===== config.mk =====
export PLATFORM = sky130hd
export DESIGN_NAME = of_stage_pipe
export DESIGN_NICKNAME = d
export VERILOG_FILES = /design/src/rtl/simplerisc_pkg.sv /design/src/rtl/of_scoreboard.sv /design/src/rtl/of_stage_pipe.sv
export SDC_FILE = /design/constraint.sdc
export NUM_CORES = 1
export LEC_CHECK = 0
export CORE_ASPECT_RATIO = 0.75
export CORE_UTILIZATION = 32
export CTS_CLUSTER_SIZE = 12
export DETAILED_ROUTE_END_ITERATION = 8
export SYNTH_ARGS = -nofsm -noshare
export SYNTH_HDL_FRONTEND = slang
export SYNTH_SLANG_ARGS = --single-unit

===== constraint.sdc =====
create_clock -name clk -period 13.5 [get_ports clk]
set_clock_uncertainty 0.2 [all_clocks]
set_input_delay 2.7 -clock clk [delete_from_list [all_inputs] [get_ports clk]]
set_output_delay 2.7 -clock clk [all_outputs]
set_load 0.02 [all_outputs]

===== src/rtl/simplerisc_pkg.sv =====
// simplerisc_pkg: SimpleRisc opcode encoding, immediate-modifier codes and
// decode helpers shared by the operand-fetch stage.
package simplerisc_pkg;

  typedef enum logic [4:0] {
    OP_ADD  = 5'd0,
    OP_SUB  = 5'd1,
    OP_MUL  = 5'd2,
    OP_DIV  = 5'd3,
    OP_MOD  = 5'd4,
    OP_CMP  = 5'd5,
    OP_AND  = 5'd6,
    OP_OR   = 5'd7,
    OP_NOT  = 5'd8,
    OP_MOV  = 5'd9,
    OP_LSL  = 5'd10,
    OP_LSR  = 5'd11,
    OP_ASR  = 5'd12,
    OP_NOP  = 5'd13,
    OP_LD   = 5'd14,
    OP_ST   = 5'd15,
    OP_BEQ  = 5'd16,
    OP_BGT  = 5'd17,
    OP_B    = 5'd18,
    OP_CALL = 5'd19,
    OP_RET  = 5'd20
  } opcode_e;

  localparam logic [1:0] IMM_SEXT = 2'b00;
  localparam logic [1:0] IMM_ZEXT = 2'b01;
  localparam logic [1:0] IMM_HIGH = 2'b10;

  // call also writes (RA_REG) but is handled separately since its target is fixed.
  function automatic logic writes_rd(input logic [4:0] op);
    return (op <= OP_MOD) || ((op >= OP_AND) && (op <= OP_ASR)) || (op == OP_LD);
  endfunction

  function automatic logic uses_rs1(input logic [4:0] op);
    return !(op inside {OP_NOT, OP_MOV, OP_NOP, OP_B, OP_BEQ, OP_BGT, OP_CALL});
  endfunction

endpackage


===== src/rtl/of_scoreboard.sv =====
// of_scoreboard: per-register in-flight write counters with increment on
// issue, decrement on writeback, rollback on flush, and hazard queries.
module of_scoreboard #(
  parameter int unsigned NREG     = 16,
  parameter int unsigned SB_CNT_W = 2,
  parameter int unsigned REG_AW   = 4
) (
  input  logic              clk,
  input  logic              rst_n,
  input  logic              i_inc,
  input  logic [REG_AW-1:0] i_inc_reg,
  input  logic              i_dec,
  input  logic [REG_AW-1:0] i_dec_reg,
  input  logic              i_rb,
  input  logic [REG_AW-1:0] i_rb_reg,
  input  logic [REG_AW-1:0] i_q1,
  input  logic [REG_AW-1:0] i_q2,
  input  logic [REG_AW-1:0] i_qd,
  output logic              o_busy1,
  output logic              o_busy2,
  output logic              o_dsat
);

  logic [SB_CNT_W-1:0] r_cnt [NREG];
  logic [SB_CNT_W-1:0] w_nxt [NREG];

  // Inc and rollback never coincide (flush blocks issue); a decrement that
  // would underflow after them is dropped, so inc+dec on one reg nets to zero.
  always_comb begin
    for (int unsigned i = 0; i < NREG; i++) begin
      w_nxt[i] = r_cnt[i];
      if (i_inc && (i_inc_reg == REG_AW'(i)) && (w_nxt[i] != '1))
        w_nxt[i] = w_nxt[i] + SB_CNT_W'(1);
      if (i_rb && (i_rb_reg == REG_AW'(i)) && (w_nxt[i] != '0))
        w_nxt[i] = w_nxt[i] - SB_CNT_W'(1);
      if (i_dec && (i_dec_reg == REG_AW'(i)) && (w_nxt[i] != '0))
        w_nxt[i] = w_nxt[i] - SB_CNT_W'(1);
    end
  end

  always_ff @(posedge clk or negedge rst_n) begin
    if (!rst_n) begin
      for (int unsigned i = 0; i < NREG; i++) r_cnt[i] <= '0;
    end else begin
      for (int unsigned i = 0; i < NREG; i++) r_cnt[i] <= w_nxt[i];
    end
  end

  assign o_busy1 = (r_cnt[i_q1] != '0);
  assign o_busy2 = (r_cnt[i_q2] != '0);
  assign o_dsat  = (r_cnt[i_qd] == '1);

endmodule


===== src/rtl/of_stage_pipe.sv =====
// of_stage_pipe: SimpleRisc operand-fetch stage with OF/EX latch and scoreboard.
// Define OF_WB_BYPASS_EN to forward same-cycle writeback data into operand reads.
module of_stage_pipe
  import simplerisc_pkg::*;
#(
  parameter  int unsigned XLEN     = 32,
  parameter  int unsigned NREG     = 16,
  parameter  int unsigned RA_REG   = 15,
  parameter  int unsigned SB_CNT_W = 2,
  localparam int unsigned REG_AW   = $clog2(NREG)
) (
  input  logic              clk,
  input  logic              rst_n,
  input  logic              if_valid,
  output logic              if_ready,
  input  logic [31:0]       if_instr,
  input  logic [XLEN-1:0]   if_pc,
  input  logic              flush,
  output logic [REG_AW-1:0] rf_a1,
  output logic [REG_AW-1:0] rf_a2,
  input  logic [XLEN-1:0]   rf_d1,
  input  logic [XLEN-1:0]   rf_d2,
  input  logic              wb_we,
  input  logic [REG_AW-1:0] wb_rd,
  input  logic [XLEN-1:0]   wb_data,
  output logic              ex_valid,
  input  logic              ex_ready,
  output logic [4:0]        ex_opcode,
  output logic [REG_AW-1:0] ex_rd,
  output logic              ex_is_imm,
  output logic [XLEN-1:0]   ex_op1,
  output logic [XLEN-1:0]   ex_op2,
  output logic [XLEN-1:0]   ex_immx,
  output logic [XLEN-1:0]   ex_btarget
);

  localparam logic [REG_AW-1:0] RA = REG_AW'(RA_REG);

  logic [4:0]        w_op;
  logic              w_is_imm;
  logic [REG_AW-1:0] w_rd, w_rs1, w_rs2, w_dest;
  logic [15:0]       w_imm16;
  logic [XLEN-1:0]   w_immx, w_off, w_btarget;
  logic              w_use1, w_use2, w_writes;
  logic              w_busy1, w_busy2, w_dsat;
  logic              w_byp1, w_byp2;
  logic [XLEN-1:0]   w_d1, w_d2;
  logic              w_hazard, w_accept;

  logic              r_ex_valid, r_ex_is_imm, r_ex_wr;
  logic [4:0]        r_ex_opcode;
  logic [REG_AW-1:0] r_ex_rd;
  logic [XLEN-1:0]   r_ex_op1, r_ex_op2, r_ex_immx, r_ex_btarget;

  assign w_op     = if_instr[31:27];
  assign w_is_imm = if_instr[26];
  assign w_rd     = REG_AW'(if_instr[25:22]);
  assign w_rs1    = REG_AW'(if_instr[21:18]);
  assign w_rs2    = REG_AW'(if_instr[17:14]);
  assign w_imm16  = if_instr[15:0];

  assign rf_a1 = (w_op == OP_RET) ? RA : w_rs1;
  assign rf_a2 = (w_op == OP_ST) ? w_rd : w_rs2;

  assign w_use1   = uses_rs1(w_op);
  assign w_use2   = !w_is_imm || (w_op == OP_ST);
  assign w_writes = writes_rd(w_op) || (w_op == OP_CALL);
  assign w_dest   = (w_op == OP_CALL) ? RA : w_rd;

  always_comb begin
    w_immx = {{(XLEN-16){w_imm16[15]}}, w_imm16};
    case (if_instr[17:16])
      IMM_ZEXT: w_immx = {{(XLEN-16){1'b0}}, w_imm16};
      IMM_HIGH: w_immx = XLEN'({w_imm16, 16'h0000});
      default:  ;
    endcase
  end

  assign w_off     = {{(XLEN-27){if_instr[26]}}, if_instr[26:0]};
  assign w_btarget = if_pc + (w_off << 2);

`ifdef OF_WB_BYPASS_EN
  assign w_byp1 = wb_we && (wb_rd == rf_a1);
  assign w_byp2 = wb_we && (wb_rd == rf_a2);
  assign w_d1   = w_byp1 ? wb_data : rf_d1;
  assign w_d2   = w_byp2 ? wb_data : rf_d2;
`else
  logic w_unused_wb;
  assign w_unused_wb = ^wb_data;
  assign w_byp1      = 1'b0;
  assign w_byp2      = 1'b0;
  assign w_d1        = rf_d1;
  assign w_d2        = rf_d2;
`endif

  of_scoreboard #(
    .NREG     (NREG),
    .SB_CNT_W (SB_CNT_W),
    .REG_AW   (REG_AW)
  ) u_sb (
    .clk       (clk),
    .rst_n     (rst_n),
    .i_inc     (w_accept && w_writes),
    .i_inc_reg (w_dest),
    .i_dec     (wb_we),
    .i_dec_reg (wb_rd),
    .i_rb      (flush && r_ex_valid && r_ex_wr),
    .i_rb_reg  (r_ex_rd),
    .i_q1      (rf_a1),
    .i_q2      (rf_a2),
    .i_qd      (w_dest),
    .o_busy1   (w_busy1),
    .o_busy2   (w_busy2),
    .o_dsat    (w_dsat)
  );

  assign w_hazard = (w_use1 && w_busy1 && !w_byp1) ||
                    (w_use2 && w_busy2 && !w_byp2) ||
                    (w_writes && w_dsat);
  assign if_ready = (!r_ex_valid || ex_ready) && !w_hazard && !flush;
  assign w_accept = if_valid && if_ready;

  always_ff @(posedge clk or negedge rst_n) begin
    if (!rst_n) begin
      r_ex_valid   <= 1'b0;
      r_ex_wr      <= 1'b0;
      r_ex_opcode  <= '0;
      r_ex_rd      <= '0;
      r_ex_is_imm  <= 1'b0;
      r_ex_op1     <= '0;
      r_ex_op2     <= '0;
      r_ex_immx    <= '0;
      r_ex_btarget <= '0;
    end else if (flush) begin
      r_ex_valid <= 1'b0;
    end else if (w_accept) begin
      r_ex_valid   <= 1'b1;
      r_ex_wr      <= w_writes;
      r_ex_opcode  <= w_op;
      r_ex_rd      <= w_dest;
      r_ex_is_imm  <= w_is_imm;
      r_ex_op1     <= w_d1;
      r_ex_op2     <= w_d2;
      r_ex_immx    <= w_immx;
      r_ex_btarget <= w_btarget;
    end else if (ex_ready) begin
      r_ex_valid <= 1'b0;
    end
  end

  assign ex_valid   = r_ex_valid;
  assign ex_opcode  = r_ex_opcode;
  assign ex_rd      = r_ex_rd;
  assign ex_is_imm  = r_ex_is_imm;
  assign ex_op1     = r_ex_op1;
  assign ex_op2     = r_ex_op2;
  assign ex_immx    = r_ex_immx;
  assign ex_btarget = r_ex_btarget;

endmodule


==> impl_metrics.tcl, run 1 <==
set metrics [dict create \
    status "complete, no violations" \
    setup_violations 0 \
    synth_cells 1071 \
    fin_ws_ps 3604 \
    port_buffers 285 \
    synthTopCellsByCount "dfrtp_1 (172), nand2_1 (131), mux2_2 (83), o21ai_0 (83), ha_1 (79)" \
    synth_area_leaders "dfrtp_1 (39%), ha_1 (9.0%), mux2_2 (8.5%), nand2_1 (4.5%), o21ai_0 (3.8%)" \
    postCtsHoldBufs 0 \
    crit_type "in2out" \
    p_sw_w 0.001210 \
    fin_nets 1584 \
    grt_usage 0.2031 \
    htree_levels 4 \
    slew_headroom 0.1989 \
    remaining_drc_errors 0 \
    p_leak_nw 6.099 \
    worstSkewPairLatency_ps 450 \
    whs_ps 280.6 \
    syn_to_final_growth_pct 35.43 \
    placed_area_um2 14210 \
    worstPathArrival_ps 7000 \
    ioPinCount 318 \
    final_antenna_net_count 0 \
    critPathMaxFanout 12 \
    pwr-share-seq 0.317 \
    hold_violations 0 \
    yosys.area.top_type "dfrtp_1" \
    power_density_nw_per_um2 203.7 \
    fillers 3248 \
    final_util 0.4416 \
    synth_top_family_by_area "simple AND/OR/NAND/NOR gates" \
    hpwl_um 26580 \
    synthSimpleGateAreaFrac 0.1490 \
    tritoncts "built" \
    overflow 0 \
    synth_top_area_frac 0.3928 \
    rsz0062_at_grt "false" \
    wl_per_cell_um 19.48 \
    rows 58 \
    antennaDiodeCount 0 \
    period_share 0.7331 \
    seqCellArea_um2 4304 \
    fmax_mhz 101.0 \
    setup_tns_ps 0 \
    synth_compound_area_frac 0.1429 \
    design_area_um2 14840 \
    max-clock-path-buffers 2 \
    ys_async_sr_fraction 1.000 \
    cts-resized-gates 0 \
    drv_cap 0 \
    yosys-mux-area-fraction 0.1239 \
    power.share.switching 0.4002 \
    period_needed_ps 9896 \
    min-delay-path-class "reg2reg" \
    die_area_um2 34990 \
    ys_ff_latch 172 \
    root_buffer "clkbuf_16" \
    cts_buffers 17 \
    num_vias 9196 \
    ys_warn_count 0 \
    ir_worst_vdd_mv 0.09979 \
    required_ps 10600 \
    fp.dieW_um 215.7 \
    gp_congestion 0.8588 \
    grt_pass1_vias 8986 \
    finalWirelength_um 35000 \
    endpoint_kind "primary output" \
    initial_core_util 0.3261 \
    cts.clk_slew.worst_paths_ps 70 \
    first_pass_iters 5 \
    syn_avg_cell_area_um2 10.23 \
    post-place-ws_ps 3586 \
    maxSlewViolCount 0 \
    grt_max_degree 92 \
    synthesis.area_um2 10960 \
    drt_first_iter_violations 645 \
    synth_fa_ha_area_frac 0.09204 \
    synth_seq_area_share 0.3928 \
    synth_xor_area_frac 0.07114 \
    cts_setup_buffers 0 \
    coreArea_um2 33600 \
    clock-sinks 172 \
    synth.distinct_cells 74 \
    syn-num-nets 1321 \
    yosysMostFrequentCell "dfrtp_1" \
    worst_pin_slew_ps 1199 \
    multi_input_area_um2 6352 \
    combPwrFrac 0.503 \
    synth_edf_count 0 \
    antenna_found_initial 1 \
    grt_pass1_wl_um 53760 \
    die_h_um 162.3 \
    cell_internal_pwr_w 0.001813 \
    power_frac_clock 0.180 \
    ys.flop_type "dfrtp_1" \
    startpoint_type "input pin" \
    avgViaCountPerCell 5.117 \
    drive_gt1_frac 0.1195 \
]
==> cell usage in the layout, fill, tap and decap left out, drive strengths merged, types with 15 or more instances in the layout <==
cell	n
clkbuf	18
nor3	33
nand2b	17
nand2	132
clkdlybuf4s50	284
nor2	45
dfrtp	172
a21o	20
a21oi	51
ha	79
inv	33
mux2i	31
or3	15
xnor2	40
xor2	25
o21ai	83
mux2	83
==> path summary, 6_finish.rpt <==
kind                                start  depth (start not counted)             end  slack [ps]
max                          if_instr[28]                          9        if_ready        3600
max in group asynchronous           rst_n                          3     ex_immx[13]        9030
max reg2reg                u_sb.r_cnt[28]                         15  u_sb.r_cnt[29]        7950
min                        ex_btarget[26]                          2  ex_btarget[26]         280
min reg2reg                ex_btarget[26]                          2  ex_btarget[26]         280
min in group asynchronous           rst_n                          1      ex_op2[12]        1950
==> metrics by stage <==
| stage | cells | total power, W |
|---|---|---|
| after floorplan | 1071 | 0.001795 |
| after global placement | 1765 | 0.002461 |
| after detailed placement | 1765 | 0.002502 |
| after CTS | 1797 | 0.003059 |
| after global routing | 1797 | 0.003224 |
| final | 1797 | 0.003023 |
==> cells by family after synthesis <==
kind of cell / after synthesis
mux: 119
xor+xnor: 71
simple gates: 322
fa+ha+maj: 80
flops: 172
buf+inv: 72
compound gates: 235
==> power by group through the flow <==
stage               logic (W)  registers (W)  clock network (W)
floorplan            0.000605        0.00119                  0
global placement      0.00151       0.000956                  0
detailed placement    0.00153       0.000968                  0
CTS                   0.00154       0.000960           0.000560
global route          0.00165       0.000999           0.000580
finish                0.00152       0.000960           0.000544
==> critical path, stage by stage <==
cell and delay (ps):
clkdlybuf4s50_1 720, and4b_1 400, nand2_2 180, mux2_2 330, mux4_2 510, a21oi_2 830
a21o_1 650, inv_1 110, clkdlybuf4s50_1 560
==> layout make-up <==
type | count | area share
clock buffer | 18 | 0.02892
sequential | 172 | 0.2901
clock inverter | 14 | 0.01332
timing repair buffer | 291 | 0.1954
inverter | 25 | 0.006324
multi-input combinational | 827 | 0.4281
tap | 450 | 0.03794
==> layer usage <==
layer / global-route usage / up-vias / share of wire
li1: - / 4425 / -
met2: 0.3074 / 324 / 0.44
met4: 0.05835 / 0 / 0.018
met1: 0.2834 / 4413 / 0.47
met5: 0 / - / 0
met3: 0.05375 / 34 / 0.078
==> sequential cells by signal, summed over array words and instances (netlist names) <==
register / count
ex_btarget: 32
ex_immx: 32
ex_op1: 32
ex_op2: 32
u_sb.r_cnt: 32
ex_opcode: 5
ex_rd: 4
ex_is_imm: 1
ex_valid: 1
r_ex_wr: 1
Power figures use the tool's default switching activity.
==> inputs of run 2 (changes only) <==
==> constraint.sdc (replaced) <==
create_clock -name clk -period 8.4 [get_ports clk]
set_clock_uncertainty 0.2 [all_clocks]
set_input_delay 1.68 -clock clk [delete_from_list [all_inputs] [get_ports clk]]
set_output_delay 1.68 -clock clk [all_outputs]
set_load 0.02 [all_outputs]
==> impl_metrics.tcl, run 2 (synthesized netlist as in run 1, its figures left out) <==
set metrics [dict create \
    status "complete, no violations" \
    gp_congestion 0.8896 \
    final_common_cell "clkdlybuf4s50_1" \
    initial_core_util 0.3261 \
    final_util 0.4416 \
    die_area_um2 34990 \
    fmax_mhz 140.2 \
    cp.buffers_inverters 3 \
    hold_violations 0 \
    fin_ws_ps 1266 \
    cts.clk_slew.worst_paths_ps 70 \
    fp.dieW_um 215.7 \
    postCtsHoldBufs 0 \
    place_inst 1770 \
    hpwl_um 26960 \
    antenna_found_initial 3 \
    fin_cells 1803 \
    cts_setup_buffers 0 \
    period_share 0.8493 \
    die_h_um 162.3 \
    setup_tns_ps 0 \
    fillers 3178 \
    cpPeakStageDelay_ps 730 \
    critPathMaxFanout 11 \
    tritoncts "built" \
    worst_pin_slew_ps 1238 \
    wl_per_cell_um 19.52 \
    num_vias 9231 \
    ir_worst_vdd_mv 0.1884 \
    worstSkewPairLatency_ps 460 \
    drt_first_iter_violations 492 \
    syn_to_final_growth_pct 35.43 \
    fin_nets 1589 \
    cts_buffers 17 \
    required_ps 6520 \
    coreArea_um2 33600 \
    post-place-ws_ps 1060 \
    cp_top_family "buffers and inverters" \
    endpoint_kind "primary output" \
    maxSlewViolCount 0 \
    period_needed_ps 7134 \
    first_pass_iters 7 \
    grt_pass1_wl_um 53800 \
    finalWirelength_um 35190 \
    port_buffers 285 \
    ioPinCount 318 \
    rows 58 \
    drv_cap 0 \
    worstPathArrival_ps 5250 \
    crit_top_cell "clkdlybuf4s50_1" \
    min-delay-path-class "reg2reg" \
    setup_violations 0 \
    htree_levels 4 \
    root_buffer "clkbuf_16" \
    whs_ps 280.0 \
    grt_pass1_vias 8971 \
    crit_type "in2out" \
    slew_headroom 0.1727 \
    overflow 0 \
    drive_gt1_frac 0.1235 \
    slowest_stage "clkdlybuf4s50_1" \
    startpoint_type "input pin" \
    grt_usage 0.2036 \
    cts-resized-gates 0 \
    p_leak_nw 6.088 \
    cp_cell_sequence "clkdlybuf4s50_1, and4b_1, nand2_2, mux2_2, mux4_2, a21oi_2, a21o_1, inv_1, clkdlybuf4s50_1" \
    avgViaCountPerCell 5.120 \
    remaining_drc_errors 0 \
    max-clock-path-buffers 2 \
    clock-sinks 172 \
    final_cell_mix "clkdlybuf4s50_1 (284), dfrtp_1 (172), nand2_1 (131)" \
    final_antenna_net_count 0 \
    rsz0062_at_grt "false" \
    grt_max_degree 79 \
    power_density_nw_per_um2 322.5 \
]
run 2: area by class of cell:
class                      count  area, um^2  share of cell area
antenna                        1       2.502           0.0001686
clock buffer                  17       425.4             0.02867
clock inverter                15       148.9             0.01003
inverter                      25       93.84            0.006324
multi-input combinational    827        6352              0.4281
sequential                   172        4304              0.2901
tap                          450       563.0             0.03794
timing repair buffer         296        2949              0.1987
run 2: worst paths after layout:
check | start | endpoint | slack, ps | cells after the start
worst max-delay path | if_instr[28] | if_ready | 1270 | 9
worst min-delay path | ex_btarget[18] | ex_btarget[18] | 280 | 2
worst max register to register | u_sb.r_cnt[30] | u_sb.r_cnt[3] | 3470 | 17
worst min register to register | ex_btarget[18] | ex_btarget[18] | 280 | 2
max in group asynchronous | rst_n | ex_immx[28] | 5740 | 2
min in group asynchronous | rst_n | ex_op2[12] | 1070 | 1
run 2: per-layer routing:
metal	part of all wire	track usage	vias to the layer above
met1	0.46	0.2765	4475
met2	0.44	0.3094	287
met5	0	0	-
met4	0.021	0.06609	0
met3	0.080	0.06011	38
li1	-	-	4431
run 2: power breakdown:
| part | leakage (nW) | total [W] | switching [W] | internal, W |
|---|---|---|---|---|
| combinational | 3.71 | 0.00246 | 0.00125 | 0.00121 |
| sequential | 2.11 | 0.00153 | 0.000301 | 0.00123 |
| clock | 0.269 | 0.000794 | 0.000400 | 0.000394 |
run 2: stage by stage:
step           cell area [um^2]  power [W]
4_1_cts                   14840   0.004844
5_1_grt                   14840   0.005111
6_report                  14840   0.004786
3_3_place_gp              14260   0.003960
2_1_floorplan             10960   0.002886
3_5_place_dp              14260   0.004027
run 2: tightest hold or removal path: stages (launching register included):
cell and delay (ps):
dfrtp_1 340, nand2_1 50, o21ai_0 60
==> inputs of run 3 (changes only) <==
==> constraint.sdc (replaced) <==
create_clock -name clk -period 6.1 [get_ports clk]
set_clock_uncertainty 0.2 [all_clocks]
set_input_delay 1.22 -clock clk [delete_from_list [all_inputs] [get_ports clk]]
set_output_delay 1.22 -clock clk [all_outputs]
set_load 0.02 [all_outputs]
==> impl_metrics.tcl, run 3 (synthesized netlist as in run 1, its figures left out) <==
set metrics [dict create \
    status "complete, no violations" \
    worstSkewPairLatency_ps 450 \
    gp_congestion 0.8962 \
    fp.dieW_um 215.7 \
    p_leak_nw 6.363 \
    antennaDiodeCount 0 \
    slew_headroom 0.4349 \
    drive_gt1_frac 0.1537 \
    hold_violations 0 \
    ioPinCount 318 \
    cpPeakStageDelay_ps 650 \
    cts_setup_buffers 0 \
    die_h_um 162.3 \
    initial_core_util 0.3261 \
    critPathMaxFanout 7 \
    drv_cap 0 \
    rsz0062_at_grt "false" \
    period_needed_ps 5779 \
    finalWirelength_um 35800 \
    cts.clk_slew.worst_paths_ps 70 \
    wl_per_cell_um 19.36 \
    antenna_found_initial 0 \
    min-delay-path-class "reg2reg" \
    fin_nets 1636 \
    grt_pass1_wl_um 55120 \
    die_area_um2 34990 \
    final_util 0.4546 \
    grt_usage 0.2082 \
    ir_worst_vdd_mv 0.2601 \
    clock-sinks 172 \
    cp_cell_sequence "clkdlybuf4s50_1, and2_1, buf_4, nor2_1, a21oi_1, o31ai_1, a211o_1, a21o_1, buf_4, nor2_1, mux2i_1, ha_1, nor4b_1, buf_4, or4_1, o311ai_0, ha_1, nor4_1, buf_4, mux2i_1" \
    grt_max_degree 118 \
    cp.buffers_inverters 5 \
    period_share 0.9474 \
    final_common_cell "clkdlybuf4s50_1" \
    endpoint_kind "flip-flop" \
    remaining_drc_errors 0 \
    syn_to_final_growth_pct 39.41 \
    port_buffers 285 \
    root_buffer "clkbuf_16" \
    worst_pin_slew_ps 847.6 \
    power_density_nw_per_um2 439.1 \
    overflow 0 \
    cts_buffers 17 \
    htree_levels 4 \
    final_cell_mix "clkdlybuf4s50_1 (284), dfrtp_1 (172), nand2_1 (131)" \
    coreArea_um2 33600 \
    final_antenna_net_count 0 \
    required_ps 6270 \
    hpwl_um 27910 \
    whs_ps 279.7 \
    rows 58 \
    drt_first_iter_violations 630 \
    cp_top_family "buffers and inverters" \
    tritoncts "built" \
    maxSlewViolCount 0 \
    first_pass_iters 5 \
    max-clock-path-buffers 2 \
    avgViaCountPerCell 5.069 \
    grt_pass1_vias 9269 \
    fmax_mhz 173.0 \
    slowest_stage "clkdlybuf4s50_1" \
    power_w 0.006706 \
    crit_type "in2reg" \
    num_vias 9372 \
    crit_top_cell "buf_4" \
    setup_violations 0 \
    startpoint_type "input pin" \
    worstPathArrival_ps 5950 \
    setup_tns_ps 0 \
]
## run 3: final timing paths
path                                   to           start  depth (start not counted)  slack [ps]
min reg2reg                ex_btarget[19]  ex_btarget[19]                          2         280
max reg2reg                u_sb.r_cnt[29]  u_sb.r_cnt[30]                         18        1420
min                        ex_btarget[19]  ex_btarget[19]                          2         280
max in group asynchronous  u_sb.r_cnt[14]           rst_n                          2        4020
max                        u_sb.r_cnt[29]    if_instr[29]                         20         320
min in group asynchronous      ex_op2[12]           rst_n                          1         520
## run 3: what timing repair did
action | 4_1_cts | 5_1_grt
endpoints found under the setup margin | 0 | 6
resized for setup | 0 | 1
hold buffers | 0 | 0
## run 3: routing by layer
layer	vias to the layer above	routed length, um	global-route usage
met4	0	736	0.06802
met2	305	15470	0.3153
met5	-	0	0
met1	4497	16970	0.2883
li1	4533	-	-
met3	37	2629	0.05393
## run 3: per-stage QoR
step                      instances  cell area (um^2)  setup WS (ps)
after CTS                      1849             15270          309.3
after global placement         1817             14670          32.58
after floorplan                1071             10960          557.9
after detailed placement       1817             14670         -152.5
final                          1849             15270          321.1
after global routing           1849             15270          47.00
## run 3: tightest hold or removal path, stage by stage (launching register included)
cell and delay, ps:
dfrtp_1 350, nand2_1 40, o21ai_0 50
## run 3: final cells by class
class | instances | area [um^2]
multi-input combinational | 827 | 6356
sequential | 172 | 4304
clock buffer | 17 | 425.4
tap | 450 | 563.0
fill | 3210 | 18330
timing repair buffer | 343 | 3352
inverter | 25 | 93.84
clock inverter | 15 | 180.2
## run 3: power breakdown
group	total (W)	switching (W)	internal [W]	leakage [nW]
Clock	0.00115	0.000529	0.000619	0.292
Combinational	0.00343	0.00172	0.00171	3.96
Sequential	0.00213	0.000430	0.00170	2.11
Total	0.00671	0.00268	0.00402	6.36
